## src/rtl/seg7_pkg.sv

```systemverilog
// Shared constants for the 7-segment scan decoder: segment patterns (index 0 = a),
// blank code and FSM state encoding.
package seg7_pkg;

  typedef enum logic [1:0] {
    IDLE,
    TRACK,
    HELD
  } state_e;

  localparam logic [3:0] BLANK_CODE = 4'hF;

  // Literals are written segment a first, matching the [0:6] bus declaration.
  localparam logic [0:6] SEG_0     = 7'b0000001;
  localparam logic [0:6] SEG_1     = 7'b1001111;
  localparam logic [0:6] SEG_2     = 7'b0010010;
  localparam logic [0:6] SEG_3     = 7'b0000110;
  localparam logic [0:6] SEG_4     = 7'b1001100;
  localparam logic [0:6] SEG_5     = 7'b0100100;
  localparam logic [0:6] SEG_6     = 7'b0100000;
  localparam logic [0:6] SEG_7     = 7'b0001111;
  localparam logic [0:6] SEG_8     = 7'b0000000;
  localparam logic [0:6] SEG_9     = 7'b0000100;
  localparam logic [0:6] SEG_BLANK = 7'b1111111;

endpackage

```

## src/rtl/seg7_scan_decoder_if.sv

```systemverilog
// Scanned display bus plus the recovered-digit outputs of the decoder.
interface seg7_scan_if;
  logic [0:6]  seg_n;
  logic [3:0]  an_n;
  logic [15:0] bcd_digits;
  logic [3:0]  digit_valid;
  logic [3:0]  pattern_err;
  logic        frame_done;

  modport master (
    output seg_n, an_n,
    input  bcd_digits, digit_valid, pattern_err, frame_done
  );

  modport slave (
    input  seg_n, an_n,
    output bcd_digits, digit_valid, pattern_err, frame_done
  );
endinterface

```

## src/rtl/seg7_pattern_lut.sv

```systemverilog
// Combinational map from an active-low segment pattern to its BCD code.
module seg7_pattern_lut
  import seg7_pkg::*;
(
  input  logic [0:6] pattern,
  output logic [3:0] code,
  output logic       recognised
);

  always_comb begin
    code       = '0;
    recognised = 1'b1;
    case (pattern)
      SEG_0:     code = 4'd0;
      SEG_1:     code = 4'd1;
      SEG_2:     code = 4'd2;
      SEG_3:     code = 4'd3;
      SEG_4:     code = 4'd4;
      SEG_5:     code = 4'd5;
      SEG_6:     code = 4'd6;
      SEG_7:     code = 4'd7;
      SEG_8:     code = 4'd8;
      SEG_9:     code = 4'd9;
      SEG_BLANK: code = BLANK_CODE;
      default:   recognised = 1'b0;
    endcase
  end

endmodule

```

## src/rtl/seg7_scan_decoder.sv

```systemverilog
// Receiver for a multiplexed 4-digit active-low 7-segment bus: debounces each
// scanned (anode, pattern) sample and recovers per-digit BCD with ageing.
module seg7_scan_decoder
  import seg7_pkg::*;
#(
  parameter int unsigned STABLE_CYCLES  = 4,
  parameter int unsigned TIMEOUT_CYCLES = 65535
) (
  input logic       clk,
  input logic       rst,
  seg7_scan_if.slave bus
);

  localparam logic [3:0]  STABLE_CNT  = 4'(STABLE_CYCLES);
  localparam logic [15:0] TIMEOUT_AGE = 16'(TIMEOUT_CYCLES);

  state_e            state_q, state_d;
  logic [3:0]        count_q, count_d;
  logic [3:0]        an_lat_q, an_lat_d;
  logic [0:6]        seg_lat_q, seg_lat_d;
  logic [15:0]       bcd_q, bcd_d;
  logic [3:0]        valid_q, valid_d;
  logic [3:0]        err_q, err_d;
  logic [3:0]        mask_q, mask_d;
  logic              frame_q, frame_d;
  logic [3:0][15:0]  age_q, age_d;

  logic       legal, same, capture;
  logic [1:0] idx;
  logic [3:0] lut_code;
  logic       lut_ok;

  seg7_pattern_lut u_lut (
    .pattern    (bus.seg_n),
    .code       (lut_code),
    .recognised (lut_ok)
  );

  assign legal = $onehot(~bus.an_n);
  assign same  = (bus.an_n == an_lat_q) && (bus.seg_n == seg_lat_q);

  always_comb begin
    idx = '0;
    for (int unsigned i = 0; i < 4; i++) begin
      if (!bus.an_n[i]) idx = 2'(i);
    end
  end

  always_comb begin
    state_d   = state_q;
    count_d   = count_q;
    an_lat_d  = an_lat_q;
    seg_lat_d = seg_lat_q;
    capture   = 1'b0;
    case (state_q)
      IDLE: begin
        if (legal) begin
          state_d   = TRACK;
          count_d   = 4'd1;
          an_lat_d  = bus.an_n;
          seg_lat_d = bus.seg_n;
        end
      end
      TRACK: begin
        if (!legal) begin
          state_d = IDLE;
          count_d = '0;
        end else if (same) begin
          count_d = count_q + 4'd1;
        end else begin
          count_d   = 4'd1;
          an_lat_d  = bus.an_n;
          seg_lat_d = bus.seg_n;
        end
      end
      HELD: begin
        if (!legal) begin
          state_d = IDLE;
          count_d = '0;
        end else if (!same) begin
          state_d   = TRACK;
          count_d   = 4'd1;
          an_lat_d  = bus.an_n;
          seg_lat_d = bus.seg_n;
        end
      end
      default: begin
        state_d = IDLE;
        count_d = '0;
      end
    endcase
    // Threshold is tested on the next count so STABLE_CYCLES=1 captures on the first sample.
    if (state_d == TRACK && count_d == STABLE_CNT) begin
      capture = 1'b1;
      state_d = HELD;
    end
  end

  always_comb begin
    bcd_d   = bcd_q;
    valid_d = valid_q;
    err_d   = err_q;
    mask_d  = mask_q;
    frame_d = 1'b0;
    age_d   = age_q;
    for (int unsigned i = 0; i < 4; i++) begin
      if (age_q[i] != 16'hFFFF) age_d[i] = age_q[i] + 16'd1;
      if (age_d[i] == TIMEOUT_AGE) valid_d[i] = 1'b0;
    end
    // Applied after ageing so a capture overrides a same-cycle timeout.
    if (capture) begin
      if (lut_ok) begin
        bcd_d[4*idx +: 4] = lut_code;
        valid_d[idx]      = 1'b1;
        err_d[idx]        = 1'b0;
        age_d[idx]        = '0;
        mask_d[idx]       = 1'b1;
      end else begin
        err_d[idx] = 1'b1;
      end
    end
    if (mask_d == 4'b1111) begin
      frame_d = 1'b1;
      mask_d  = '0;
    end
  end

  always_ff @(posedge clk) begin
    if (rst) begin
      state_q   <= IDLE;
      count_q   <= '0;
      an_lat_q  <= '1;
      seg_lat_q <= '1;
      bcd_q     <= '0;
      valid_q   <= '0;
      err_q     <= '0;
      mask_q    <= '0;
      frame_q   <= 1'b0;
      age_q     <= '0;
    end else begin
      state_q   <= state_d;
      count_q   <= count_d;
      an_lat_q  <= an_lat_d;
      seg_lat_q <= seg_lat_d;
      bcd_q     <= bcd_d;
      valid_q   <= valid_d;
      err_q     <= err_d;
      mask_q    <= mask_d;
      frame_q   <= frame_d;
      age_q     <= age_d;
    end
  end

  assign bus.bcd_digits  = bcd_q;
  assign bus.digit_valid = valid_q;
  assign bus.pattern_err = err_q;
  assign bus.frame_done  = frame_q;

endmodule

```

## src/flat_wrapper.sv

```systemverilog
// flat-port wrapper written by rule: the top's interface ports become plain ports
module seg7_scan_decoder_flat import seg7_pkg::*;
#(
  parameter int unsigned STABLE_CYCLES  = 4,
  parameter int unsigned TIMEOUT_CYCLES = 65535
)
  (clk, rst, bus_seg_n, bus_an_n, bus_bcd_digits, bus_digit_valid, bus_pattern_err, bus_frame_done);
  seg7_scan_if bus_i ();
  input logic clk;
  input logic rst;
  input wire logic [$bits(bus_i.seg_n)-1:0] bus_seg_n;
  input wire logic [$bits(bus_i.an_n)-1:0] bus_an_n;
  output wire logic [$bits(bus_i.bcd_digits)-1:0] bus_bcd_digits;
  output wire logic [$bits(bus_i.digit_valid)-1:0] bus_digit_valid;
  output wire logic [$bits(bus_i.pattern_err)-1:0] bus_pattern_err;
  output wire logic [$bits(bus_i.frame_done)-1:0] bus_frame_done;
  assign bus_i.seg_n = bus_seg_n;
  assign bus_i.an_n = bus_an_n;
  assign bus_bcd_digits = bus_i.bcd_digits;
  assign bus_digit_valid = bus_i.digit_valid;
  assign bus_pattern_err = bus_i.pattern_err;
  assign bus_frame_done = bus_i.frame_done;
  seg7_scan_decoder #(.STABLE_CYCLES(STABLE_CYCLES), .TIMEOUT_CYCLES(TIMEOUT_CYCLES)) u_core (.clk(clk), .rst(rst), .bus(bus_i));
endmodule
```

## config.mk

```make
export PLATFORM = sky130hd
export DESIGN_NAME = seg7_scan_decoder_flat
export DESIGN_NICKNAME = d
export VERILOG_FILES = /design/src/rtl/seg7_pkg.sv /design/src/rtl/seg7_scan_decoder_if.sv /design/src/rtl/seg7_pattern_lut.sv /design/src/rtl/seg7_scan_decoder.sv /design/src/flat_wrapper.sv
export SDC_FILE = /design/constraint.sdc
export NUM_CORES = 1
export LEC_CHECK = 0
export CORE_MARGIN = 10
export CORE_UTILIZATION = 55
export CTS_BUF_LIST = sky130_fd_sc_hd__clkbuf_4 sky130_fd_sc_hd__clkbuf_8 sky130_fd_sc_hd__clkbuf_16
export DETAILED_ROUTE_END_ITERATION = 6
export GPL_ROUTABILITY_DRIVEN = 0
export GPL_TIMING_DRIVEN = 0
export PLACE_DENSITY_LB_ADDON = 0.2
export SLEW_MARGIN = 20
export SYNTH_ARGS = -nofsm -noshare
export SYNTH_HDL_FRONTEND = slang
export SYNTH_SLANG_ARGS = --single-unit
```

## constraint.sdc

```tcl
create_clock -name clk -period 6.7 [get_ports clk]
set_clock_uncertainty 0.1 [all_clocks]
set_input_delay 1.34 -clock clk [delete_from_list [all_inputs] [get_ports clk]]
set_output_delay 1.34 -clock clk [all_outputs]
set_load 0.01 [all_outputs]
```

== Yosys cells after proc, flatten, opt, wreduce, memory -nomap -nowiden ==
Index checks and enable logic that the tools add are counted.

* Register bits after elaboration: 110
* Input bits: 13
* Output and inout bits: 25
* Logic and storage cells: 123

* Add/sub/neg operators: 9
* Order comparisons: 2
* Equal/unequal tests: 29
* Shift-type cells: 2
* Mux-type cells: 47
* Bitwise operators: 8
* Reductions and logical operators: 12

{| class="wikitable"
|+ Operators with widths
! kind !! count
|-
| 64-bit two-way mux || 2
|-
| 16-bit two-way mux || 5
|-
| 16-bit by 1-bit adder with 16-bit output, second input constant || 4
|-
| 64-bit AND || 1
|-
| 16-bit equality test, second input constant || 4
|-
| 16-bit inequality test, second input constant || 4
|-
| 64-bit NOT || 1
|-
| 4-bit two-way mux || 13
|-
| 4-bit one-hot mux with 10 select lines || 1
|-
| 4-bit negator with 34-bit output || 1
|-
| 4-bit by 34-bit variable shift with 16-bit output, first input constant || 1
|-
| 4-bit by 34-bit variable part select with 16-bit output || 1
|-
| 16-bit demux with 2-bit select || 1
|-
| 7-bit equality test, second input constant || 3
|-
| 7-bit two-way mux || 3
|-
| 16-bit bitwise mux || 1
|-
| 7-bit by 3-bit equality test with 1-bit output, second input constant || 2
|-
| 7-bit by 6-bit equality test with 1-bit output, second input constant || 2
|-
| 2-bit two-way mux || 7
|-
| 7-bit one-hot mux with 2 select lines || 1
|-
| 4-bit bitwise OR || 3
|-
| 4-bit one-hot mux with 3 select lines || 1
|-
| 11-bit OR reduction || 1
|-
| 1-bit two-way mux || 9
|-
| other kinds (29) || 37
|}

== Logic depth before layout (Yosys ltp) ==
* Depth after elaboration: 12
* Depth in mapped cells: 15
* Depth with buffers taken out: 12

== Modules after synthesis ==
From an unflattened synthesis, not the netlist that was laid out.

* Cells, all modules: 746
* Area, all modules: 6,224.7 sq um

{| class="wikitable"
|+ By module, submodules not included
! module !! times used !! cells each !! area each (sq um) !! seq. area each (sq um)
|-
| seg7_scan_decoder || 1 || 715 || 5,998.3 || 2,202.1
|-
| seg7_pattern_lut || 1 || 31 || 226.5 || 0.0
|}

== Worst setup path before layout ==
No wires, ideal clock.

* Kind: input -> register
* Start point: in bus_an_n[0]
* End point: reg u_core.age_q[26] (netlist bit)
* Library setup time: 0.122 ns
* Data arrival time: 4.397 ns
* Required time: 6.478 ns
* Path slack: 2.081 ns
* Cell stages on the path: 15
* Path buffers: 3
* Cells stage by stage: inv_1 > ha_1 > ha_1 > fa_1 > or3b_1 > nor4_1 > and4_1 > o21ai_1 > nor4b_4 > and2_1 > buf_6 > a21o_1 > buf_6 > buf_12 > nor2_4

* Cells in the longest elaborated chain, start to end: 10
* Elaborated cells between the ends (all ways): 22

{| class="wikitable"
|+ Ends and longest elaborated chain
! what !! RTL line !! RTL
|-
| start: declaration || flat_wrapper.sv:12 || <nowiki>input wire logic [$bits(bus_i.an_n)-1:0] bus_an_n;</nowiki>
|-
| 4-bit NOT || seg7_scan_decoder.sv:39 || <nowiki>assign legal = $onehot(~bus.an_n);</nowiki>
|-
| 1-bit by 1-bit adder with 2-bit output (not written as such) || seg7_scan_decoder.sv:39 ||
|-
| 3-bit adder (not written as such) || seg7_scan_decoder.sv:39 ||
|-
| 3-bit by 1-bit equality test with 1-bit output || seg7_scan_decoder.sv:39 ||
|-
| 4-bit two-way mux (tied with other cells) || seg7_scan_decoder.sv:77 || <nowiki>if (!legal) begin</nowiki>
|-
| 4-bit one-hot mux with 3 select lines / 2-bit one-hot mux with 3 select lines (equally long branches) || seg7_scan_decoder.sv:55 || <nowiki>case (state_q)</nowiki>
|-
| 4-bit by 3-bit equality test with 1-bit output / 2-bit by 1-bit equality test with 1-bit output (equally long branches) || seg7_scan_decoder.sv:93 || <nowiki>if (state_d == TRACK && count_d == STABLE_CNT) begin</nowiki>
|-
| 1-bit logical AND * || seg7_scan_decoder.sv:93 ||
|-
| 1-bit two-way mux * || seg7_scan_decoder.sv:93 ||
|-
| 64-bit two-way mux * || seg7_scan_decoder.sv:111 || <nowiki>if (capture) begin</nowiki>
|-
| end signal: assignment || seg7_scan_decoder.sv:150 || <nowiki>age_q <= age_d;</nowiki>
|-
| end: declaration || seg7_scan_decoder.sv:26 || <nowiki>logic [3:0][15:0] age_q, age_d;</nowiki>
|}

Every way passes the cells marked *; elsewhere a longest branch is shown, timed or not.
A chain may end at the register's enable or synchronous reset.

== Worst setup path in the final report ==
* Start point: in bus_an_n[2]
* End point: reg u_core.age_q[52] (netlist bit)

* Cells in the longest elaborated chain, start to end: 10
* Elaborated cells between the ends (all ways): 32

{| class="wikitable"
|+ Ends and longest elaborated chain
! what !! RTL line
|-
| 4-bit NOT / 2-bit two-way mux (equally long branches) || seg7_scan_decoder.sv:39, seg7_scan_decoder.sv:45
|-
| 1-bit by 1-bit adder with 2-bit output (not written as such) / 2-bit two-way mux (equally long branches) || seg7_scan_decoder.sv:39, seg7_scan_decoder.sv:45
|-
| 3-bit adder (not written as such) (tied with other cells) || seg7_scan_decoder.sv:39
|-
| 3-bit by 1-bit equality test with 1-bit output / 1-bit logical AND (equally long branches) || seg7_scan_decoder.sv:39, seg7_scan_decoder.sv:116
|-
| 4-bit two-way mux (tied with other cells) || seg7_scan_decoder.sv:77
|-
| 4-bit one-hot mux with 3 select lines (tied with other cells) || seg7_scan_decoder.sv:55
|-
| 4-bit by 3-bit equality test with 1-bit output (tied with other cells) || seg7_scan_decoder.sv:93
|-
| 1-bit logical AND / 64-bit AND (equally long branches) || -
|-
| 1-bit two-way mux / 64-bit two-way mux (equally long branches) || seg7_scan_decoder.sv:93, seg7_scan_decoder.sv:112
|-
| 64-bit two-way mux * || seg7_scan_decoder.sv:111
|}

Marked as above.

==> impl_metrics.tcl <==
set metrics [dict create \
    maxCapViolCount 0 \
    layout-drive-gt1-share_pct 10.3 \
    fin_crit_ps 5370 \
    end_kind "flip-flop" \
    synth_cell_type_count 80 \
    drt-initial-drc-count 332 \
    hold_class "flip-flop to flip-flop" \
    post_cts_buffers 0 \
    final_core_util_pct 62.5 \
    routedWlPerCell_microns 15.3 \
    fp-row-count 39 \
    r2r-start "u_core.state_q[1]" \
    drtAntennaViolNets 0 \
    start_kind "primary input" \
    die-area_sq_mm 0.0161 \
    slew_headroom_pct 45.5 \
    hold_ws_ps 358 \
    cts_max_path_buffers 2 \
    rsz0062_at_grt "no" \
    start_util_pct 55.6 \
    routedLengthMet1_microns 6270 \
    grt_pass1_vias 5072 \
    setup_viol_count_final 0 \
    synth-seq-cells 110 \
    synth_ff_type "dfxtp_1" \
    worstRegToRegCells 12 \
    yosysSeqAreaShare_pct 35.0 \
    clock-root-buffer "clkbuf_16" \
    critPathRequiredTime_ps 6850 \
    power-per-cell-area_mw_per_mm2 200 \
    min_path_cells 2 \
    dpl.hpwl_microns 10100 \
    worstMarginPinSlew_ps 806 \
    status "finished clean" \
    vias 5365 \
    cp.arrival_ps 5520 \
    num_antenna_cells 0 \
    htreeDepth 3 \
    coreArea_sq_mm 0.0113 \
    finalCritPeriodShare_pct 80.2 \
    grt_util_all_layers_pct 17.2 \
    finalSetupTns_ps 0 \
    slew_violations 0 \
    grt-ovfl-total 0 \
    synth.avg_cell_area_sq_um 8.65 \
    finalHoldViolCount 0 \
    crit_chain "clkdlybuf4s50_1 -> inv_1 -> ha_1 -> ha_1 -> fa_1 -> or3b_1 -> nor4_1 -> and4_1 -> o21ai_1 -> nor4b_4 -> nand3_1 -> nand2b_1 -> buf_2 -> buf_2 -> nor2_1" \
    io_buffers 30 \
    synth_area_leaders "dfxtp_1, xor2_1, nand2_1" \
    crit_slowest_cell "clkdlybuf4s50_1" \
    clkPwrFrac_pct 38.7 \
    grt_first_pass_wirelength_microns 23800 \
    clk_latency_ps 360 \
    ios 38 \
    antenna_found_initial 0 \
    yosysTopAreaCellShare_pct 35.0 \
    wl_met2_microns 6710 \
    setup_slack_ps 1330 \
    grt_max_degree 18 \
    finalNetCount 804 \
    slowest_delay_ps 550 \
    p_sw_mw 0.371 \
    yosysWarnings 0 \
    p_int_mw 1.05 \
    tritoncts "yes" \
    routed-wl-met3_microns 893 \
    synth_fp_nets 763 \
    pre_cts_ws_ps 1020 \
    drc 0 \
    clock_sinks 110 \
    synthArstFlopShare_pct 0 \
    die_w_microns 127 \
    fill_cells 1006 \
    syn_inst 728 \
    r2r_end "u_core.age_q[52]" \
    p_sw_share_pct 26.2 \
    fmax_mhz 186 \
    fp.dieH_microns 127 \
    cts_buffers 9 \
    viasPerCell 5.85 \
    routed.top_layer "met4" \
    routed_wl_microns 14100 \
    synth_enable_flop_cells 0 \
    p_comb_share_pct 12.2 \
    ctsHoldBuffers 0 \
    yosys-top-cells-count "dfxtp_1, nand2_1, nor2_1" \
    drt_pass1_iterations 5 \
    area_delta_synth_final_pct 12.4 \
    peakVddDrop_mv 0.197 \
    reg2reg_slack_ps 3320 \
    worstSetupPathType "primary input to flip-flop" \
    power.leakage_nw 2.52 \
    p_seq_share_pct 49.1 \
    yosysTopAreaCell "dfxtp_1" \
    cts_resized 0 \
    clkTransAtPathRegs_ps 70 \
    synthMostInstantiatedCell "dfxtp_1" \
    cp_max_fo 10 \
    synth_area_sq_mm 0.00630 \
]
[power groups by stage]
stage	registers (mW)	logic, mW	clock network (mW)
2_1_floorplan	0.706	0.138	0
3_3_place_gp	0.709	0.165	0
3_5_place_dp	0.710	0.172	0
4_1_cts	0.695	0.173	0.560
5_1_grt	0.698	0.191	0.587
6_report	0.695	0.173	0.549
[through the flow]
step / instances / area (sq um) / power [mW]
final: 917 / 7080 / 1.42
after global routing: 917 / 7080 / 1.48
after CTS: 917 / 7080 / 1.43
after detailed placement: 901 / 6780 / 0.882
after global placement: 901 / 6780 / 0.874
after floorplan: 728 / 6300 / 0.844
[worst max-delay path by stage]
stage | from | to | slack [ps]
after floorplan | bus_an_n[0] | u_core.age_q[26] | 2080
after global placement | bus_an_n[2] | u_core.age_q[51] | 1090
after detailed placement | bus_an_n[2] | u_core.age_q[56] | 1020
after CTS | bus_an_n[2] | u_core.age_q[56] | 1390
after global routing | bus_an_n[2] | u_core.age_q[54] | 1130
final | bus_an_n[2] | u_core.age_q[52] | 1330
[logic make-up (layout without fill, tap and decap cells)]
family / Yosys count / after routing / synth area share (%)
simple gates: 338 / 338 / 29.9
flops: 110 / 110 / 35.0
xor+xnor: 55 / 55 / 7.89
fa+ha+maj: 22 / 22 / 4.49
compound gates: 124 / 124 / 14.4
buf+inv: 57 / 103 / 4.87
mux: 22 / 22 / 3.54
[state kept, by name, indices dropped and copies added (netlist names), named ones only]
name	count
u_core.age_q	64
u_core.an_lat_q	4
u_core.bus.bcd_digits	16
u_core.bus.digit_valid	4
u_core.bus.frame_done	1
u_core.count_q	4
u_core.mask_q	4
u_core.seg_lat_q	7
u_core.state_q	2
[critical path: cells and delay by family]
kind | cells | cell delay, ps
compound gates | 1 | 120
fa+ha+maj | 3 | 980
buf+inv | 4 | 1140
simple gates | 7 | 1930
[metal layers]
metal / track usage [%] / vias to the layer above
met4: 5.09 / 0
met5: 0 / -
met2: 28.2 / 163
li1: - / 2666
met1: 21.1 / 2513
met3: 5.62 / 23
[layout make-up]
class,instances,area (sq um),area share [%]
inverter,26,97.6,1.38
multi-input combinational,561,3790,53.6
sequential,110,2200,31.1
tap,143,179,2.53
buffer,31,209,2.95
clock inverter,5,58.8,0.831
clock buffer,11,240,3.39
timing repair buffer,30,300,4.24
[layout by cell type, fill, tap and decap left out, types with 13 or more instances in the layout]
cell type	n
dfxtp_1	110
nand2_1	77
nor2_1	72
xor2_1	40
nand3_1	37
a21oi_1	32
clkdlybuf4s50_1	30
nand2b_1	28
inv_1	26
nor3_1	24
nand4_1	22
ha_1	21
mux2i_1	20
o21ai_0	19
nor2_4	18
clkbuf_1	13
xnor2_1	13
(Power assumes the default switching activity.)
